[src/rtl/rst_sequencer.sv]
// rst_sequencer: ordered release of N_DOM dependent reset domains.
// Domain 0 is the most basic domain. Domain j depends on every lower domain.
// A software request for domain k re-asserts k..N_DOM-1 only.
// Those domains are then released one at a time, in ascending order,
// after an initial hold period.
module rst_sequencer #(
    parameter int N_DOM     = 4,
    parameter int HOLD_CYC  = 8,
    parameter int STAGE_CYC = 16
) (
    input  logic             clk,
    input  logic             rst,
    input  logic [N_DOM-1:0] swrst_req,
    output logic [N_DOM-1:0] rst_ob,
    output logic             busy,
    output logic             done,
    output logic             swrst_ack
);

    localparam int MAX_CYC = (HOLD_CYC > STAGE_CYC) ? HOLD_CYC : STAGE_CYC;
    localparam int CNT_W   = (MAX_CYC > 1) ? $clog2(MAX_CYC) : 1;
    localparam int IDX_W   = (N_DOM > 1) ? $clog2(N_DOM) : 1;

    localparam logic [CNT_W-1:0] HOLD_LAST  = CNT_W'(HOLD_CYC - 1);
    localparam logic [CNT_W-1:0] STAGE_LAST = CNT_W'(STAGE_CYC - 1);
    localparam logic [CNT_W-1:0] CNT_ZERO   = {CNT_W{1'b0}};
    localparam logic [CNT_W-1:0] CNT_ONE    = CNT_W'(1);
    localparam logic [IDX_W-1:0] IDX_ZERO   = {IDX_W{1'b0}};
    localparam logic [IDX_W-1:0] IDX_ONE    = IDX_W'(1);
    localparam logic [IDX_W-1:0] IDX_LAST   = IDX_W'(N_DOM - 1);

    typedef enum logic [1:0] {
        ST_HOLD = 2'd0,
        ST_REL  = 2'd1,
        ST_RUN  = 2'd2
    } state_t;

    // Index of the lowest set request bit (the most basic domain asked for).
    function automatic logic [IDX_W-1:0] lowest_set(input logic [N_DOM-1:0] req);
        logic [IDX_W-1:0] pos;
        pos = IDX_ZERO;
        for (int i = N_DOM - 1; i >= 0; i--) begin
            if (req[i]) begin
                pos = IDX_W'(i);
            end else begin
                pos = pos;
            end
        end
        return pos;
    endfunction

    // Mask selecting domains base..N_DOM-1 (the domains a reset of base drags along).
    function automatic logic [N_DOM-1:0] upper_mask(input logic [IDX_W-1:0] base);
        logic [N_DOM-1:0] m;
        m = {N_DOM{1'b0}};
        for (int i = 0; i < N_DOM; i++) begin
            if (IDX_W'(i) >= base) begin
                m[i] = 1'b1;
            end else begin
                m[i] = 1'b0;
            end
        end
        return m;
    endfunction

    state_t           state_r, state_s;
    logic [IDX_W-1:0] k_r, k_s;
    logic [IDX_W-1:0] idx_r, idx_s;
    logic [CNT_W-1:0] cnt_r, cnt_s;
    logic [N_DOM-1:0] rst_ob_r, rst_ob_s;
    logic             busy_r, busy_s;
    logic             done_r, done_s;
    logic             ack_r, ack_s;
    logic [IDX_W-1:0] req_low_s;
    logic [IDX_W-1:0] base_s;

    // Request decode: lowest requested domain and the new base index.
    always_comb begin
        req_low_s = lowest_set(swrst_req);
        base_s    = req_low_s;
        if (state_r == ST_RUN) begin
            base_s = req_low_s;
        end else if (k_r < req_low_s) begin
            base_s = k_r;
        end else begin
            base_s = req_low_s;
        end
    end

    // Next-state and next-output logic; a request overrides any release on the same edge.
    always_comb begin
        state_s  = state_r;
        k_s      = k_r;
        idx_s    = idx_r;
        cnt_s    = cnt_r;
        rst_ob_s = rst_ob_r;
        done_s   = 1'b0;
        ack_s    = 1'b0;
        if (swrst_req != {N_DOM{1'b0}}) begin
            k_s      = base_s;
            rst_ob_s = rst_ob_r & ~upper_mask(base_s);
            state_s  = ST_HOLD;
            cnt_s    = CNT_ZERO;
            ack_s    = 1'b1;
        end else begin
            case (state_r)
                ST_HOLD: begin
                    if (cnt_r == HOLD_LAST) begin
                        state_s = ST_REL;
                        cnt_s   = CNT_ZERO;
                        idx_s   = k_r;
                    end else begin
                        cnt_s = cnt_r + CNT_ONE;
                    end
                end
                ST_REL: begin
                    if (cnt_r == STAGE_LAST) begin
                        for (int i = 0; i < N_DOM; i++) begin
                            if (idx_r == IDX_W'(i)) begin
                                rst_ob_s[i] = 1'b1;
                            end else begin
                                rst_ob_s[i] = rst_ob_r[i];
                            end
                        end
                        cnt_s = CNT_ZERO;
                        if (idx_r == IDX_LAST) begin
                            state_s = ST_RUN;
                            done_s  = 1'b1;
                        end else begin
                            idx_s = idx_r + IDX_ONE;
                        end
                    end else begin
                        cnt_s = cnt_r + CNT_ONE;
                    end
                end
                ST_RUN: begin
                    cnt_s    = CNT_ZERO;
                    rst_ob_s = {N_DOM{1'b1}};
                end
                default: begin
                    state_s  = ST_HOLD;
                    k_s      = IDX_ZERO;
                    idx_s    = IDX_ZERO;
                    cnt_s    = CNT_ZERO;
                    rst_ob_s = {N_DOM{1'b0}};
                end
            endcase
        end
        if (state_s == ST_RUN) begin
            busy_s = 1'b0;
        end else begin
            busy_s = 1'b1;
        end
    end

    // State and output registers; rst forces the power-on starting point.
    always_ff @(posedge clk) begin
        if (rst) begin
            state_r  <= ST_HOLD;
            k_r      <= IDX_ZERO;
            idx_r    <= IDX_ZERO;
            cnt_r    <= CNT_ZERO;
            rst_ob_r <= {N_DOM{1'b0}};
            busy_r   <= 1'b1;
            done_r   <= 1'b0;
            ack_r    <= 1'b0;
        end else begin
            state_r  <= state_s;
            k_r      <= k_s;
            idx_r    <= idx_s;
            cnt_r    <= cnt_s;
            rst_ob_r <= rst_ob_s;
            busy_r   <= busy_s;
            done_r   <= done_s;
            ack_r    <= ack_s;
        end
    end

    assign rst_ob    = rst_ob_r;
    assign busy      = busy_r;
    assign done      = done_r;
    assign swrst_ack = ack_r;

endmodule

[config.mk]
export PLATFORM = sky130hd
export DESIGN_NAME = rst_sequencer
export DESIGN_NICKNAME = d
export VERILOG_FILES = /design/src/rtl/rst_sequencer.sv
export SDC_FILE = /design/constraint.sdc
export NUM_CORES = 1
export LEC_CHECK = 0
export ABC_AREA = 1
export CORE_AREA = 2 2 46 48
export DETAILED_ROUTE_END_ITERATION = 16
export DIE_AREA = 0 0 48 50
export PLACE_DENSITY = 0.77
export SLEW_MARGIN = 20
export SYNTH_ARGS = -nofsm -noshare
export SYNTH_HDL_FRONTEND = slang
export SYNTH_SLANG_ARGS = --single-unit
[constraint.sdc]
create_clock -name clk -period 3.1 [get_ports clk]
set_input_delay 0.62 -clock clk [delete_from_list [all_inputs] [get_ports clk]]
set_output_delay 0.62 -clock clk [all_outputs]
set_load 0.02 [all_outputs]
==> flow_metrics.tcl, run 1 <==
set metrics [dict create \
    power_density_nw_per_um2 306 \
    grt_use_met3 0.0476 \
    cpMostUsedCell "nand2_1" \
    cap_violations 0 \
    grt_setup_unrepaired "no" \
    postPlaceCellArea_sq_um 1220 \
    clkTransAtPathRegs_ps 110 \
    grt.busiest_layer "met2" \
    max_slew_margin 0.801 \
    multi_input_area_sq_um 642 \
    status "complete, no violations" \
    ff_latch_area_sq_um 340 \
    grt_max_degree 11 \
    gr-total-overflow 0 \
    hold_slack_ps 452 \
    cp_max_fo 4 \
    ys_ff_latch 17 \
    drc 0 \
    layout-drive-gt1-share 0.102 \
    wire_per_inst_um 11.3 \
    use_met2 0.344 \
    core_sq_um 1900 \
    grt_usage 0.222 \
    fin_crit_ps 1980 \
    cts-hold-fix-buffers 0 \
    synthToLayoutAreaGrowth_pct 17.1 \
    hold_violations 0 \
    max_freq_ghz 0.504 \
    dr.first_iter.drc_count 30 \
    grt_pass1_vias 926 \
    seq_area_frac_synth 0.320 \
    antenna_found_initial 0 \
    port_buffers 12 \
    cts_root_buf "clkbuf_4" \
    setup_tns_ps 0 \
    clockBufferDepth 2 \
    numCtsBuffers 3 \
    timing.final.crit_share 0.640 \
    die_x_um 48 \
    via_per_inst 4.94 \
    cts_max_level 1 \
    ant_nets 0 \
    netlist_top_cells_area "dfxtp_1, nand2_1, ha_1" \
    post-route-cell-area_sq_um 1240 \
    start_kind "primary input" \
    post_cts_buffers 0 \
    clock-skew-final_ps 6.24 \
    pin_count 13 \
    tightest_slew_ps 299 \
    yosysWarnings 0 \
    syn_area_per_cell_sq_um 7.04 \
    synthesis.nets 168 \
    gp_congestion 0.905 \
    die_h_um 50 \
    ir_worst_vdd_v 0.000305 \
    grt_pass1_wl_mm 3.88 \
    setup_viol 0 \
    wl_mm 2.20 \
    drt-pass1-iter-count 4 \
    cpPeakStageDelay_ps 460 \
    met1_usage 0.301 \
    ys_async_sr_fraction 0 \
    p_total_mw 0.381 \
    cts_resized 0 \
    synth_area_leader_cell "dfxtp_1" \
    synth-edff-count 0 \
    netlist-cell-type-count 28 \
    yosys_most_used_dff "dfxtp_1" \
    hpwl_mm 1.77 \
    start_util 0.559 \
    worstHoldStart "cnt_r[0]" \
    final_core_util 0.655 \
    synthCells 151 \
    cp-startpoint "swrst_req[1]" \
    critPathRequiredTime_ps 3330 \
    end_kind "register" \
    slowest_stage "clkdlybuf4s50_1" \
    die_area_sq_um 2400 \
    synth_area_sq_um 1060 \
    criticalPathCategory "primary input to register" \
    r2r-start "state_r[1]" \
    hp-class "register to register" \
    placementRows 16 \
    p_leak_nw 0.603 \
    layout.nets 185 \
    fillers 171 \
    finalMaxSlewViolations 0 \
    vias 959 \
    path_cells "clkdlybuf4s50_1, nor2_4, nand2_1, ha_1, nor2_1, nand2_1, nand2_1, nand2_1, nand2_1, nand2_1, a21oi_1" \
    cp.arrival_ps 2220 \
    clk_latency_ps 290 \
    cts.sinks 17 \
    yosysTopAreaCellShare 0.320 \
    antennaDiodeCount 0 \
    cts_tree "done" \
]
==> where the power goes <==
group | total [mW] | switching, mW | internal, mW | leakage [nW]
logic | 0.0346 | 0.0200 | 0.0146 | 0.448
registers | 0.221 | 0.000726 | 0.220 | 0.137
clock network | 0.125 | 0.0772 | 0.0480 | 0.0177
==> flip-flops by register name, summed over array words and instances, names as in the netlist <==
signal,flops
cnt_r,4
rst_ob,4
idx_r,2
k_r,2
busy,1
done,1
state_r,2
swrst_ack,1
==> final timing paths <==
path / slack, ps / endpoint / cells after the start
max: 1120 / rst_ob[0] / 11
min: 450 / cnt_r[0] / 1
max reg2reg: 1530 / rst_ob[3] / 8
min reg2reg: 450 / cnt_r[0] / 1
==> cell usage after synthesis (2+ instances only) <==
master   instances
dfxtp_1         17
nand2_4          2
nand3_1         10
nor2_4           3
ha_1            11
a21oi_1          4
nor3_1           2
inv_1           19
nand2_1         37
nor2_1          28
==> cell usage in the layout (no fill, tap or decap), drive strengths merged <==
cell           netlist  routed
nor2                32      32
o31ai                1       1
nand3b               1       1
clkinv               0       1
dfxtp               17      17
nor3                 3       3
nand3               10      10
inv                 21      21
a21oi                5       5
nand2               39      39
a22oi                1       1
ha                  11      11
or2                  2       2
a22o                 1       1
nand4                1       1
and3b                1       1
clkbuf               0       3
a211oi               1       1
clkdlybuf4s50        0      12
o21ai                3       3
xor2                 1       1
==> metal layers <==
| metal | share of wire | routed length (um) |
|---|---|---|
| met1 | 0.46 | 1010 |
| met2 | 0.49 | 1080 |
| met3 | 0.034 | 75 |
| met4 | 0.015 | 34 |
| met5 | 0 | 0 |
==> metrics by stage <==
stage	cells	setup WS, ps
floorplan	151	1450
global placement	190	869
detailed placement	190	818
CTS	194	1110
global route	194	886
finish	194	1120
==> layout make-up <==
class	instances	area share
clock buffer	3	0.0181
clock inverter	1	0.00402
inverter	21	0.0653
multi-input combinational	113	0.516
sequential	17	0.273
tap	27	0.0271
timing repair buffer	12	0.0965
==> cell families after synthesis <==
kind of cell	synth area share
xor+xnor	0.00824
simple gates	0.387
fa+ha+maj	0.129
buf+inv	0.0765
flops	0.320
compound gates	0.0788
==> worst max-delay path, delay by kind of cell <==
family          cells  cell delay, ps
compound gates      1             120
simple gates        8             730
fa+ha+maj           1             290
buf+inv             1             460
No activity file was read; power rests on OpenSTA's default activity.
==> run 2, diff against run 1 <==
--- a/config.mk
+++ b/config.mk
@@ -6,10 +6,10 @@
 export NUM_CORES = 1
 export LEC_CHECK = 0
 export ABC_AREA = 1
-export CORE_AREA = 2 2 46 48
+export CORE_AREA = 2 2 50 52
 export DETAILED_ROUTE_END_ITERATION = 16
-export DIE_AREA = 0 0 48 50
-export PLACE_DENSITY = 0.77
+export DIE_AREA = 0 0 52 54
+export PLACE_DENSITY = 0.69
 export SLEW_MARGIN = 20
 export SYNTH_ARGS = -nofsm -noshare
 export SYNTH_HDL_FRONTEND = slang
==> constraint.sdc (replaced) <==
create_clock -name clk -period 1.7 [get_ports clk]
set_input_delay 0.34 -clock clk [delete_from_list [all_inputs] [get_ports clk]]
set_output_delay 0.34 -clock clk [all_outputs]
set_load 0.02 [all_outputs]
==> run 2 against run 1 <==
  * Combinational power is 120% higher
  * Clock skew is 2.9 ps lower
  * Count of clock-buffer cells in the layout unchanged
  * Sequential cell count unchanged
  * Sequential share of layout area fell by 1.9 points
  * Die area increased by 17%
  * Worst hold slack better by 3.0 ps
  * Setup slack lost 1000 ps
  * Largest power group unchanged
  * Highest routed layer unchanged
==> flow_metrics.tcl, run 2 (same netlist as run 1, synthesis figures left out) <==
set metrics [dict create \
    via_per_inst 4.68 \
    gr-total-overflow 0 \
    hp-class "register to register" \
    p_leak_nw 0.672 \
    wl_mm 2.07 \
    r2r-start "state_r[1]" \
    setup_viol 0 \
    clockBufferDepth 2 \
    hpwl_mm 1.72 \
    clkTransAtPathRegs_ps 110 \
    wire_per_inst_um 10.0 \
    die_area_sq_um 2810 \
    met1_usage 0.217 \
    grt_setup_unrepaired "no" \
    numCtsBuffers 3 \
    grt_use_met3 0.0361 \
    post_cts_buffers 0 \
    synthToLayoutAreaGrowth_pct 25.6 \
    grt.busiest_layer "met2" \
    timing.final.crit_share 0.945 \
    place_inst 203 \
    criticalPathCategory "register to primary output" \
    use_met2 0.314 \
    clk_latency_ps 300 \
    worstHoldStart "cnt_r[0]" \
    setup_ws_ps 93.5 \
    tightest_slew_ps 222 \
    layout.nets 195 \
    min_to "cnt_r[0]" \
    slowest_stage "clkdlybuf4s50_1" \
    clock-skew-final_ps 3.35 \
    cpPeakStageDelay_ps 610 \
    fin_crit_ps 1610 \
    vias 969 \
    power_density_nw_per_um2 529 \
    die_x_um 52 \
    cts_tree "done" \
    path_cells "clkdlybuf4s50_1" \
    antenna_found_initial 0 \
    fillers 224 \
    status "complete, no violations" \
    instances_no_fill 207 \
    core_sq_um 2320 \
    final_cell_mix "nand2_1, nor2_1, inv_1" \
    pre_cts_slack_ps -248 \
    hold_slack_ps 455 \
    grt_pass1_wl_mm 3.66 \
    port_buffers 12 \
    hold_violations 0 \
    max_slew_margin 0.852 \
    cp_num_buf_inv 1 \
    critPathRequiredTime_ps 1360 \
    min_path_cells 1 \
    pin_count 13 \
    layout-drive-gt1-share 0.164 \
    layout_commonest_cell "nand2_1" \
    die_h_um 54 \
    setup_tns_ps 0 \
    grt_pass1_vias 885 \
    finalMaxSlewViolations 0 \
    rr_worst_depth 8 \
    cp_max_fo 3 \
    cts.sinks 17 \
    cts_root_buf "clkbuf_4" \
    ant_nets 0 \
    drc 0 \
    worstReg2RegEnd "rst_ob[3]" \
    cts-hold-fix-buffers 0 \
    gp_congestion 0.771 \
    start_kind "register" \
    cts_max_level 1 \
    r2r_slack_ps 180 \
    antennaDiodeCount 0 \
    crit_family "buffers and inverters" \
    dr.first_iter.drc_count 19 \
    grt_max_degree 11 \
    start_util 0.458 \
    cp.arrival_ps 1270 \
    ir_worst_vdd_v 0.000419 \
    max_freq_ghz 0.622 \
    grt_usage 0.185 \
    placementRows 18 \
    cap_violations 0 \
    end_kind "primary output" \
    drt-pass1-iter-count 5 \
]
[run 2: power by group]
part	internal (mW)	leakage [nW]	total (mW)	switching [mW]
Combinational	0.0375	0.517	0.0761	0.0386
Clock	0.0879	0.0177	0.229	0.141
Sequential	0.401	0.137	0.403	0.00144
Total	0.527	0.672	0.707	0.181
[run 2: timing repair]
item	4_1_cts	5_1_grt
resized for setup	0	4
endpoints found under the setup margin	0	4
endpoints found under the hold margin	0	0
[run 2: layout make-up]
cell class	instances	area, sq um	share of cell area
multi-input combinational	113	649	0.486
sequential	17	340	0.255
timing repair buffer	22	200	0.150
inverter	21	81.3	0.0609
tap	30	37.5	0.0281
clock buffer	3	22.5	0.0169
clock inverter	1	5.00	0.00375
[run 2: worst max path at each step]
stage | from | slack (ps) | to | depth (start not counted)
global route | swrst_req[2] | 2 | rst_ob[0] | 12
floorplan | state_r[1] | 330 | rst_ob[3] | 8
global placement | swrst_req[1] | -210 | rst_ob[2] | 10
detailed placement | swrst_req[1] | -250 | rst_ob[2] | 10
CTS | swrst_req[1] | 70 | rst_ob[2] | 10
finish | rst_ob[2] | 90 | rst_ob[2] | 1
[run 2: routing by layer]
metal,part of all wire,wire length [um]
met2,0.48,1000
met1,0.47,977
met5,0,0
met4,0.024,50
met3,0.020,42
[run 2: through the flow]
stage	util	instance area, sq um	total power [mW]
4_1_cts	0.571	1320	0.712
3_5_place_dp	0.559	1300	0.489
5_1_grt	0.576	1340	0.735
2_1_floorplan	-	1060	0.446
3_3_place_gp	0.559	1300	0.488
6_report	0.576	1340	0.707
==> run 3, diff against run 2 <==
--- a/config.mk
+++ b/config.mk
@@ -10,7 +10,7 @@
 export DETAILED_ROUTE_END_ITERATION = 16
 export DIE_AREA = 0 0 52 54
 export PLACE_DENSITY = 0.69
-export SLEW_MARGIN = 20
+export SLEW_MARGIN = 10
 export SYNTH_ARGS = -nofsm -noshare
 export SYNTH_HDL_FRONTEND = slang
 export SYNTH_SLANG_ARGS = --single-unit
==> results of run 3 <==
Final layout, timing and power as in run 2 (identical DEF).
